`config.mk`:
```
export PLATFORM = sky130hd
export DESIGN_NAME = lsu_ctrl
export DESIGN_NICKNAME = d
export VERILOG_FILES = /design/src/rtl/lsu_ctrl.sv
export SDC_FILE = /design/constraint.sdc
export NUM_CORES = 1
export LEC_CHECK = 0
export CORE_UTILIZATION = 30
export CTS_BUF_LIST = sky130_fd_sc_hd__clkbuf_4
export DETAILED_ROUTE_END_ITERATION = 12
export GPL_TIMING_DRIVEN = 0
export PLACE_DENSITY = 0.68
export SETUP_SLACK_MARGIN = 0.5
export SYNTH_ARGS = -nofsm -noshare
export SYNTH_HDL_FRONTEND = slang
export SYNTH_SLANG_ARGS = --single-unit
```
`constraint.sdc`:
```
create_clock -name clk -period 4.95 [get_ports clk]
set_clock_uncertainty 0.15 [all_clocks]
set_input_delay 1.2375 -clock clk [delete_from_list [all_inputs] [get_ports clk]]
set_output_delay 1.2375 -clock clk [all_outputs]
set_load 0.01 [all_outputs]
```
`src/rtl/lsu_ctrl.sv`:
```
// lsu_ctrl: single-port load/store controller with valid/ready request and response handshakes.
// Optional memory-mapped output register at MMIO_ADDR, enabled by defining LSU_MMIO_EN.
`default_nettype none

module lsu_ctrl #(
  parameter int                DATA_W    = 16,
  parameter int                ADDR_W    = 8,
  parameter logic [ADDR_W-1:0] MMIO_ADDR = {ADDR_W{1'b1}}
) (
  input  logic              clk,
  input  logic              rst,
  input  logic              req_valid,
  output logic              req_ready,
  input  logic              req_we,
  input  logic [ADDR_W-1:0] req_addr,
  input  logic [DATA_W-1:0] req_wdata,
  output logic              resp_valid,
  input  logic              resp_ready,
  output logic [DATA_W-1:0] resp_rdata,
  output logic [ADDR_W-1:0] mem_addr,
  output logic [DATA_W-1:0] mem_wdata,
  output logic              mem_we,
  input  logic [DATA_W-1:0] mem_rdata,
  output logic [DATA_W-1:0] out
);

`ifdef LSU_MMIO_EN
  localparam logic c_MMIO_EN = 1'b1;
`else
  localparam logic c_MMIO_EN = 1'b0;
`endif

  typedef enum logic [2:0] {
    IDLE  = 3'd0,
    WRITE = 3'd1,
    READ  = 3'd2,
    RDATA = 3'd3,
    RESP  = 3'd4
  } state_t;

  state_t              r_state;
  logic [ADDR_W-1:0]   r_addr;
  logic [DATA_W-1:0]   r_wdata;
  logic [DATA_W-1:0]   r_rdata;
  logic [DATA_W-1:0]   r_out;
  logic                r_req_ready;
  logic                r_resp_valid;
  logic                r_mem_we;

  logic                w_req_mmio;
  logic                w_cur_mmio;

  // The RAM strobe is registered at acceptance, so the MMIO decode must look at the incoming address.
  assign w_req_mmio = c_MMIO_EN && (req_addr == MMIO_ADDR);
  assign w_cur_mmio = c_MMIO_EN && (r_addr == MMIO_ADDR);

  always_ff @(posedge clk) begin
    if (rst) begin
      r_state      <= IDLE;
      r_addr       <= '0;
      r_wdata      <= '0;
      r_rdata      <= '0;
      r_out        <= '0;
      r_req_ready  <= 1'b1;
      r_resp_valid <= 1'b0;
      r_mem_we     <= 1'b0;
    end else begin
      case (r_state)
        IDLE: begin
          if (req_valid) begin
            r_addr      <= req_addr;
            r_wdata     <= req_wdata;
            r_req_ready <= 1'b0;
            if (req_we) begin
              r_state  <= WRITE;
              r_mem_we <= !w_req_mmio;
            end else begin
              r_state  <= READ;
            end
          end
        end
        WRITE: begin
          r_mem_we     <= 1'b0;
          if (w_cur_mmio) begin
            r_out <= r_wdata;
          end
          r_state      <= RESP;
          r_resp_valid <= 1'b1;
        end
        READ: begin
          r_state <= RDATA;
        end
        RDATA: begin
          r_rdata      <= w_cur_mmio ? r_out : mem_rdata;
          r_state      <= RESP;
          r_resp_valid <= 1'b1;
        end
        RESP: begin
          if (resp_ready) begin
            r_state      <= IDLE;
            r_resp_valid <= 1'b0;
            r_req_ready  <= 1'b1;
          end
        end
        default: begin
          r_state      <= IDLE;
          r_req_ready  <= 1'b1;
          r_resp_valid <= 1'b0;
          r_mem_we     <= 1'b0;
        end
      endcase
    end
  end

  assign req_ready  = r_req_ready;
  assign resp_valid = r_resp_valid;
  assign resp_rdata = r_rdata;
  assign mem_addr   = r_addr;
  assign mem_wdata  = r_wdata;
  assign mem_we     = r_mem_we;
  assign out        = r_out;

endmodule

`default_nettype wire

```
==> impl_results.md, run 1 <==
* Peak VDD IR at 0.100 mV
* Clock power frac at 0.234
* Die X at 79.7 um
* Top Layer Used: met4
* Pin count of the biggest net entering global routing at 14
* Crit Reg-Reg Startpoint: r_state[0]$_SDFFE_PP0P_
* Setup crit start kind: register
* Via count at 1707
* DRC Markers at 0
* Maximum clock path buffer count at 2
* Clock sinks at 46
* Nets at 375
* Antenna violations before repair at 0
* WL met3 at 324 um
* Average size of a mapped cell at 8.16 um^2
* Worst Hold Class: reg2reg
* CP startpoint: resp_rdata[1]$_SDFFE_PP0N_
* Sw Ratio at 0.262
* RSZ-0062 raised after global routing: no
* Max H-tree Level at 2
* Drt pass-1 iters at 4
* Metal2 WL at 2.06 mm
* Area growth from synthesis to layout at 58.6%
* Hold Buf Count CTS at 0
* PnR worst setup slack at 2.31 ns
* Fmax at 0.378 GHz
* Routed len/inst at 10.9 um
* Crit path kind: reg2out
* WP data required at 3.56 ns
* P_leak at 1.11 nW
* DP Worst Slack at 1.98 ns
* Sequential power share at 0.542
* Register area share after synthesis at 0.508
* Slew HR at 0.661
* Synth top area share at 0.508
* Tcrit/Tclk final at 0.534
* Pwr Density at 257 mW/mm^2
* Total Die Area at 0.00635 mm^2
* Internal power at 0.000545 W
* Syn Inst Count at 222
* Critical Path, Cell by Cell: clkdlybuf4s50_1
* Sw power at 0.000193 W
* Share of layout cells above drive strength 1 at 0.109
* Total CTS buffers at 5
* Initial core utilization at 0.319
* Crit. End Element: output pin
* Post-Syn Area at 0.00181 mm^2
* Congestion Overflow GR at 0
* Min-delay src: resp_rdata[6]$_SDFFE_PP0N_
* Buffer and inverter count on the worst path at 1
* Fin. Hold Viols at 0
* Total of max-cap violations at 0
* Crit-path max FO at 2
* Top Ports at 104
* Synth area leader: dfxtp_1
* Comb power frac at 0.224
* CP peak stage delay at 0.54 ns
* Setup TNS at 0 ns
* Post-CTS sizing at 0
* Postcts setup bufs at 0
* Crit path time final at 2.64 ns
* Post-Route WL at 4.40 mm
* ANT nets after route at 0
* Outcome: finished, final reports clean
* Final HPWL DP at 3.30 mm
* Vias in the first global route at 1499
* Slowest cell on the critical path: clkdlybuf4s50_1
* Global-route wire length before repair at 7.10 mm
* Slew Viols, Final at 0
* Synth Register Bits at 46
* CTS tree: yes
* 1st-iter DRT viols at 37
* GP Congestion at 0.720
* Root Driver: clkbuf_4
* Core area at 0.00568 mm^2
* Die height at 79.7 um
* Port bufs at 86
* Yosys cell types at 23
* Slew @ Worst Pin at 0.509 ns
* Critical path data arrival time at 1.25 ns
* Top post-synthesis cells by area: dfxtp_1, nand2_1, a21oi_1
* Routed vias/inst at 4.24
* Total GRT Usage at 0.147
* Num rows at 27
* Worst-skew pair later-pin latency at 0.34 ns
* Final setup vio count at 0
* # diodes at 0
* WL met1 at 1.96 mm
* Synth warn at 0
* Delay-heaviest family, CP: buffers and inverters
* Clock Pin Slew Worst Setup and Hold Paths at 0.13 ns
stage by stage:
stage	hold slack, ns	instances	cell area (um^2)	total power [W]	utilization
after floorplan	0.322	237	1870	0.000489	-
after global placement	0.292	395	2820	0.000574	0.497
after detailed placement	0.298	395	2820	0.000576	0.497
after CTS	0.316	403	2870	0.000750	0.506
after global routing	0.329	403	2870	0.000783	0.506
final	0.311	403	2870	0.000738	0.506
state kept, by name, indices dropped and copies added, names as in the netlist:
signal,flops
req_ready,1
mem_we,1
resp_valid,1
mem_addr,8
mem_wdata,16
resp_rdata,16
r_state,3
Yosys cell counts, drive strengths merged:
cell / count
nand2: 80
dfxtp: 46
a21oi: 43
buf: 26
clkbuf: 6
a211oi: 2
inv: 2
nor2: 2
nor2b: 2
nor4: 2
and3b: 1
conb: 1
mux2: 1
mux2i: 1
nand3b: 1
nor3: 1
nor4b: 1
o21ai: 1
o21bai: 1
or3: 1
or4b: 1
cell usage in the layout, fill, tap and decap left out, types with 4 or more instances in the layout:
master,count
buf_2,6
clkbuf_1,6
a21oi_1,43
nand2_1,80
buf_4,16
conb_1,16
buf_6,4
dfxtp_1,46
clkdlybuf4s50_1,86
clkbuf_4,6
routing by layer:
layer,GRT usage,up-vias
li1,-,895
met1,0.171,749
met2,0.250,57
met3,0.0480,6
met4,0.0491,0
met5,0,-
power by group through the flow:
stage | logic (W) | registers [W] | clock network (W)
2_1_floorplan | 0.0000723 | 0.000417 | 0
3_3_place_gp | 0.000166 | 0.000408 | 0
3_5_place_dp | 0.000167 | 0.000409 | 0
4_1_cts | 0.000167 | 0.000401 | 0.000183
5_1_grt | 0.000182 | 0.000403 | 0.000199
6_report | 0.000166 | 0.000400 | 0.000172
worst paths after layout:
check,depth (start not counted),slack [ns],endpoint
max,1,2.31,resp_rdata[1]
min reg2reg,2,0.31,resp_rdata[6]$_SDFFE_PP0N_
min,2,0.31,resp_rdata[6]$_SDFFE_PP0N_
max reg2reg,5,3.25,mem_wdata[6]$_SDFFE_PP0P_
cell families (layout without fill, tap and decap cells):
| logic type | Yosys count | count (layout) | share of synthesized area |
|---|---|---|---|
| mux | 2 | 2 | 0.0117 |
| compound gates | 47 | 47 | 0.134 |
| other cells | 1 | 16 | 0.00207 |
| simple gates | 92 | 92 | 0.220 |
| flops | 46 | 46 | 0.508 |
| buf+inv | 34 | 128 | 0.124 |
final cells by class:
cell class | instances | area (um^2)
Buffer | 32 | 218
Clock inverter | 2 | 8.76
Fill cell | 552 | 2800
Multi-Input combinational cell | 157 | 722
Sequential cell | 46 | 921
Timing Repair Buffer | 86 | 861
Tap cell | 72 | 90.1
Clock buffer | 6 | 45.0
Inverter | 2 | 7.51
worst register-to-register path, cell delays in order (launching register included):
cell	delay, ns
dfxtp_1	0.34
buf_2	0.18
nor4b_4	0.45
buf_2	0.30
nand2_1	0.08
a21oi_1	0.14
(Power assumes the default switching activity.)
==> run 2, diff against run 1 <==
Settings changed: PLACE_DENSITY 0.68 to 0.7.
Clock period 4.95 ns to 2.15 ns, I/O delays scaled along.
==> impl_results.md, run 2 (same netlist as run 1, synthesis figures left out) <==
* ANT nets after route at 0 (unchanged)
* PnR worst setup slack at 0.486 ns (-1.82 ns)
* Initial core utilization at 0.319 (unchanged)
* RSZ-0062 raised after global routing: yes
* Slew Viols, Final at 0 (unchanged)
* Congestion Overflow GR at 0 (unchanged)
* Total GRT Usage at 0.152 (+0.00533)
* Crit path kind: reg2reg
* Routed vias/inst at 4.37 (+3.2%)
* GP Congestion at 0.729 (+1.2%)
* CTS tree: yes
* Fmax at 0.601 GHz
* DRC Markers at 0 (unchanged)
* P_leak at 1.35 nW (+21%)
* Total Die Area at 0.00635 mm^2 (unchanged)
* # diodes at 0 (unchanged)
* Worst Hold Class: reg2reg
* Die height at 79.7 um (unchanged)
* Post-Route WL at 5.10 mm (+16%)
* Pwr Density at 622 mW/mm^2 (+140%)
* Most frequent cells in the layout: nand2_1, clkdlybuf4s50_1, dfxtp_2, buf_4, a21oi_1
* Worst hold slack at 0.309 ns (-0.00177 ns)
* DP Worst Slack at -0.124 ns (-2.10 ns)
* Die X at 79.7 um (unchanged)
* Root Driver: clkbuf_4
* Total CTS buffers at 5 (unchanged)
* Tcrit/Tclk final at 0.774
* Commonest non-fill, non-tap cell in the layout: nand2_1
* Crit-path max FO at 5 (+3)
* Final setup vio count at 0 (unchanged)
* Critical path data arrival time at 1.74 ns (+0.49 ns)
* Antenna violations before repair at 0 (unchanged)
* Pin count of the biggest net entering global routing at 14 (unchanged)
* Via count at 1836 (+7.6%)
* WP data required at 2.22 ns (-1.34 ns)
* Core area at 0.00568 mm^2 (unchanged)
* Crit. End Element: register
* Drt pass-1 iters at 4 (unchanged)
* Maximum clock path buffer count at 2 (unchanged)
* Max H-tree Level at 2 (unchanged)
* Outcome: finished, final reports clean
* Nets at 392 (+4.5%)
* Final HPWL DP at 3.40 mm (+3.1%)
* Routed len/inst at 12.1 um (+11%)
* Crit path time final at 1.66 ns
* Slew @ Worst Pin at 0.612 ns (+0.103 ns)
* Critical Path, Cell by Cell: buf_6, or4b_4, buf_8, buf_12, nand2_1, a21oi_2
* 1st-iter DRT viols at 31 (-16%)
* Slowest cell on the critical path: or4b_4
* Vias in the first global route at 1602 (+6.9%)
* Share of layout cells above drive strength 1 at 0.471 (+0.363)
* Reg2Reg Depth at 6 (+1)
* Fin. Hold Viols at 0 (unchanged)
* Slew HR at 0.592 (-0.0685)
* Total of max-cap violations at 0 (unchanged)
* Hold path depth at 2 (unchanged)
* Top Ports at 104 (unchanged)
* Worst-skew pair later-pin latency at 0.35 ns (about the same)
* Port bufs at 86 (unchanged)
* Setup crit start kind: register
* Peak VDD IR at 0.297 mV (+200%)
* Num rows at 27 (unchanged)
* Area growth from synthesis to layout at 70.2%
* Fill cells at 539 (-2.4%)
* Clock Pin Slew Worst Setup and Hold Paths at 0.13 ns (about the same)
* CP peak stage delay at 0.51 ns (-0.03 ns)
* Clock sinks at 46 (unchanged)
* Global-route wire length before repair at 7.44 mm (+4.8%)
## run 2: changes by cell type in the layout (fill, tap and decap cells not counted), moves of 14 or more
cell / change
clkbuf_2: +16
buf_4: +16
clkdlybuf4s50_1: -44
buf_2: +16
nand2_1: -14
dfxtp_2: +40
dfxtp_1: -40
## run 2: report_power, final
part / internal (W) / switching (W)
logic: 0.000244 / 0.000199
registers: 0.000906 / 0.0000256
clock network: 0.000272 / 0.000270
total: 0.00142 / 0.000494
## run 2: worst paths after layout
kind | from | to | slack (ns)
hold / removal | mem_wdata[2]$_SDFFE_PP0P_ | mem_wdata[2]$_SDFFE_PP0P_ | 0.31
hold reg to reg | mem_wdata[2]$_SDFFE_PP0P_ | mem_wdata[2]$_SDFFE_PP0P_ | 0.31
setup reg to reg | r_state[2]$_SDFFE_PP0P_ | mem_wdata[3]$_SDFFE_PP0P_ | 0.49
setup / recovery | r_state[2]$_SDFFE_PP0P_ | mem_wdata[3]$_SDFFE_PP0P_ | 0.49
## run 2: layout make-up
type,instances,area [um^2],share of cell area
Inverter,2,7.51,0.00244
Timing Repair Buffer,103,862,0.280
Buffer,32,238,0.0771
Clock buffer,7,52.6,0.0170
Clock inverter,1,30.0,0.00974
Tap cell,72,90.1,0.0292
Multi-Input combinational cell,157,832,0.270
Sequential cell,46,971,0.315
## run 2: repair_timing
item	in CTS	in global routing
setup buffers	5	10
endpoints found under the setup margin	73	77
gates cloned	1	1
pin swaps	1	23
hold buffers	0	0
gates resized for setup	133	99
## run 2: metrics by stage
stage	TNS [ns]	utilization	instance area, um^2	total power (W)	std cells
6_report	0	0.543	3080	0.00192	420
5_1_grt	0	0.543	3080	0.00201	420
3_3_place_gp	-2.03	0.497	2820	0.00132	395
3_5_place_dp	-2.30	0.497	2820	0.00132	395
4_1_cts	0	0.532	3020	0.00188	409
2_1_floorplan	0	-	1870	0.00113	237
## run 2: worst max-delay path, delay by kind of cell (launching register included)
family	cells	cell delay (ns)
simple gates	2	0.60
buf+inv	3	0.40
flops	1	0.34
compound gates	1	0.05
## run 2: routing by layer
layer / global-route usage / vias to the layer above / wire length, um
met5: 0 / - / 0
met4: 0.0491 / 0 / 63
met3: 0.0446 / 7 / 306
met2: 0.267 / 56 / 2650
met1: 0.175 / 838 / 2090
li1: - / 935 / -
==> run 3, diff against run 2 <==
Clock period 2.15 ns to 1.5 ns, I/O delays scaled along.
==> impl_results.md, run 3 (same netlist as run 1, synthesis figures left out) <==
* Routed len/inst at 12.4 um (+1.7%)
* Routed vias/inst at 4.40 (+0.57%)
* Internal power at 0.00224 W (+57%)
* Slew HR at 0.603 (+0.0109)
* Num rows at 27 (unchanged)
* Worst hold slack at 0.314 ns (+0.00489 ns)
* Crit path kind: reg2reg
* Antenna violations before repair at 0 (unchanged)
* Failing checks: setup timing
* Hold path depth at 2 (unchanged)
* Worst-skew pair later-pin latency at 0.35 ns (about the same)
* Most frequent cells in the layout: buf_6, nand2_1, dfxtp_2, clkdlybuf4s50_1, buf_4
* Initial core utilization at 0.319 (unchanged)
* PnR Total Power at 0.00297 W (+55%)
* Total GRT Usage at 0.160 (+0.00799)
* Total Die Area at 0.00635 mm^2 (unchanged)
* Final setup vio count at 29 (+29)
* DRC Markers at 0 (unchanged)
* Critical path data arrival time at 1.73 ns (about the same)
* Outcome: finished, violations left
* # diodes at 0 (unchanged)
* Core area at 0.00568 mm^2 (unchanged)
* Sw Ratio at 0.246 (-0.0116)
* Clock Pin Slew Worst Setup and Hold Paths at 0.14 ns (about the same)
* Min-Delay Endpoint: mem_addr[0]$_SDFFE_PP0P_
* Crit path time final at 1.66 ns (-0.00716 ns)
* Crit Reg-Reg Startpoint: r_state[2]$_SDFFE_PP0P_
* Crit-path max FO at 10 (+5)
* Nets at 406 (+3.6%)
* Sequential power share at 0.455 (-0.031)
* Cell Area, Placed at 0.00286 mm^2 (+1.6%)
* Fmax at 0.604 GHz (+0.43%)
* Area growth from synthesis to layout at 98.9%
* Total CTS buffers at 5 (unchanged)
* Pin count of the biggest net entering global routing at 15 (+1)
* FF-to-FF End: mem_wdata[14]$_SDFFE_PP0P_
* Share of layout cells above drive strength 1 at 0.577 (+0.106)
* Sw power at 0.000730 W (+48%)
* Clock sinks at 46 (unchanged)
* Via count at 1908 (+3.9%)
* Root Driver: clkbuf_4
* PnR worst setup slack at -0.156 ns (-0.643 ns)
* 1st-iter DRT viols at 56 (+81%)
* Vias in the first global route at 1733 (+8.2%)
* Reg2Reg Depth at 6 (unchanged)
* Port bufs at 86 (unchanged)
* Peak VDD IR at 0.887 mV (+200%)
* Total of max-cap violations at 0 (unchanged)
* CTS tree: yes
* Global-route wire length before repair at 7.87 mm (+5.8%)
* P_leak at 1.51 nW (+12%)
* Slew Viols, Final at 0 (unchanged)
* Tcrit/Tclk final at 1.10 (+0.331)
* GP Congestion at 0.698 (-4.2%)
* ANT nets after route at 0 (unchanged)
* Die X at 79.7 um (unchanged)
* Congestion Overflow GR at 0 (unchanged)
* Slew @ Worst Pin at 0.595 ns (-0.0164 ns)
* Setup crit start kind: register
* Pwr Density at 823 mW/mm^2 (+32%)
* Maximum clock path buffer count at 2 (unchanged)
* WP data required at 1.58 ns (-0.64 ns)
* Die height at 79.7 um (unchanged)
* Drt pass-1 iters at 4 (unchanged)
* Fill cells at 478 (-11%)
* Post-route cell area at 0.00360 mm^2 (+17%)
* Crit. End Element: register
* Comb power frac at 0.240 (+0.009)
* Post-Route WL at 5.36 mm (+5.1%)
* Final HPWL DP at 3.24 mm (-4.7%)
* Min-delay src: mem_addr[0]$_SDFFE_PP0P_
* RSZ-0062 raised after global routing: yes
* Commonest non-fill, non-tap cell in the layout: buf_6
* Fin. Hold Viols at 0 (unchanged)
* Worst Hold Class: reg2reg
* Clock power frac at 0.305 (+0.022)
* Reg-to-reg setup timing slack at -0.16 ns (-0.64 ns)
* Top Ports at 104 (unchanged)
* Max H-tree Level at 2 (unchanged)
run 3: cell count changes in the layout (fill, tap and decap cells not counted), moves of 3 or more:
cell             change
a21oi_1              -6
a21oi_2              +6
buf_2               -22
buf_4                +6
buf_6               +55
clkbuf_1             -3
clkbuf_2            -13
clkdlybuf4s15_2      -9
dfxtp_1              -6
dfxtp_2              +4
nand2_1             -13
nand2_2              +6
nand2_4              +7
run 3: power groups by stage:
stage | Combinational, W | Sequential, W | Clock [W]
after floorplan | 0.000250 | 0.00138 | 0
after CTS | 0.000628 | 0.00135 | 0.000944
final | 0.000713 | 0.00135 | 0.000904
after global placement | 0.000560 | 0.00135 | 0
after global routing | 0.000776 | 0.00136 | 0.000987
after detailed placement | 0.000562 | 0.00135 | 0
run 3: metrics by stage:
stage               TNS [ns]  setup WS (ns)   util  cells
floorplan              -1.35        -0.0734      -    237
global placement      -13.88         -0.584  0.504    395
detailed placement    -14.10         -0.596  0.504    395
CTS                    -2.82         -0.137  0.569    412
global route           -4.36         -0.185  0.635    434
finish                 -3.38         -0.156  0.635    434
run 3: worst max path at each step:
| stage | start | end | slack [ns] | cells past startpoint |
|---|---|---|---|---|
| 6_report | r_state[2]$_SDFFE_PP0P_ | mem_wdata[14]$_SDFFE_PP0P_ | -0.16 | 6 |
| 5_1_grt | r_state[2]$_SDFFE_PP0P_ | mem_addr[7]$_SDFFE_PP0P_ | -0.19 | 6 |
| 4_1_cts | r_state[2]$_SDFFE_PP0P_ | mem_wdata[12]$_SDFFE_PP0P_ | -0.14 | 6 |
| 3_5_place_dp | req_valid | mem_addr[7]$_SDFFE_PP0P_ | -0.60 | 6 |
| 3_3_place_gp | req_valid | mem_wdata[12]$_SDFFE_PP0P_ | -0.58 | 6 |
| 2_1_floorplan | r_state[2]$_SDFFE_PP0P_ | mem_addr[7]$_SDFFE_PP0P_ | -0.07 | 6 |
run 3: worst max-delay path, stage by stage (launching register included):
cell,delay [ns]
dfxtp_2,0.35
buf_6,0.11
or4b_4,0.51
buf_6,0.15
buf_8,0.13
nand2_1,0.06
a21oi_1,0.05
run 3: final cells by class:
cell class,count,area (um^2),area share
Clock buffer,5,37.5,0.0104
Tap cell,72,90.1,0.0250
Clock inverter,3,63.8,0.0177
Sequential cell,46,983,0.273
Multi-Input combinational cell,157,946,0.262
Inverter,2,7.51,0.00208
Buffer,32,283,0.0785
Timing Repair Buffer,117,1190,0.331
run 3: metal layers:
layer / share of wire / global-route usage / up-vias / wire (um)
li1: - / - / 963 / -
met1: 0.41 / 0.183 / 875 / 2170
met2: 0.51 / 0.271 / 65 / 2760
met3: 0.074 / 0.0606 / 5 / 398
met4: 0.0063 / 0.0545 / 0 / 34
met5: 0 / 0 / - / 0
run 3: timing repair:
item | CTS | global route
hold buffers | 0 | 0
pin swaps | 6 | 20
gates resized for setup | 278 | 68
endpoints found under the setup margin | 89 | 89
gates cloned | 1 | 2
buffers inserted | 8 | 20
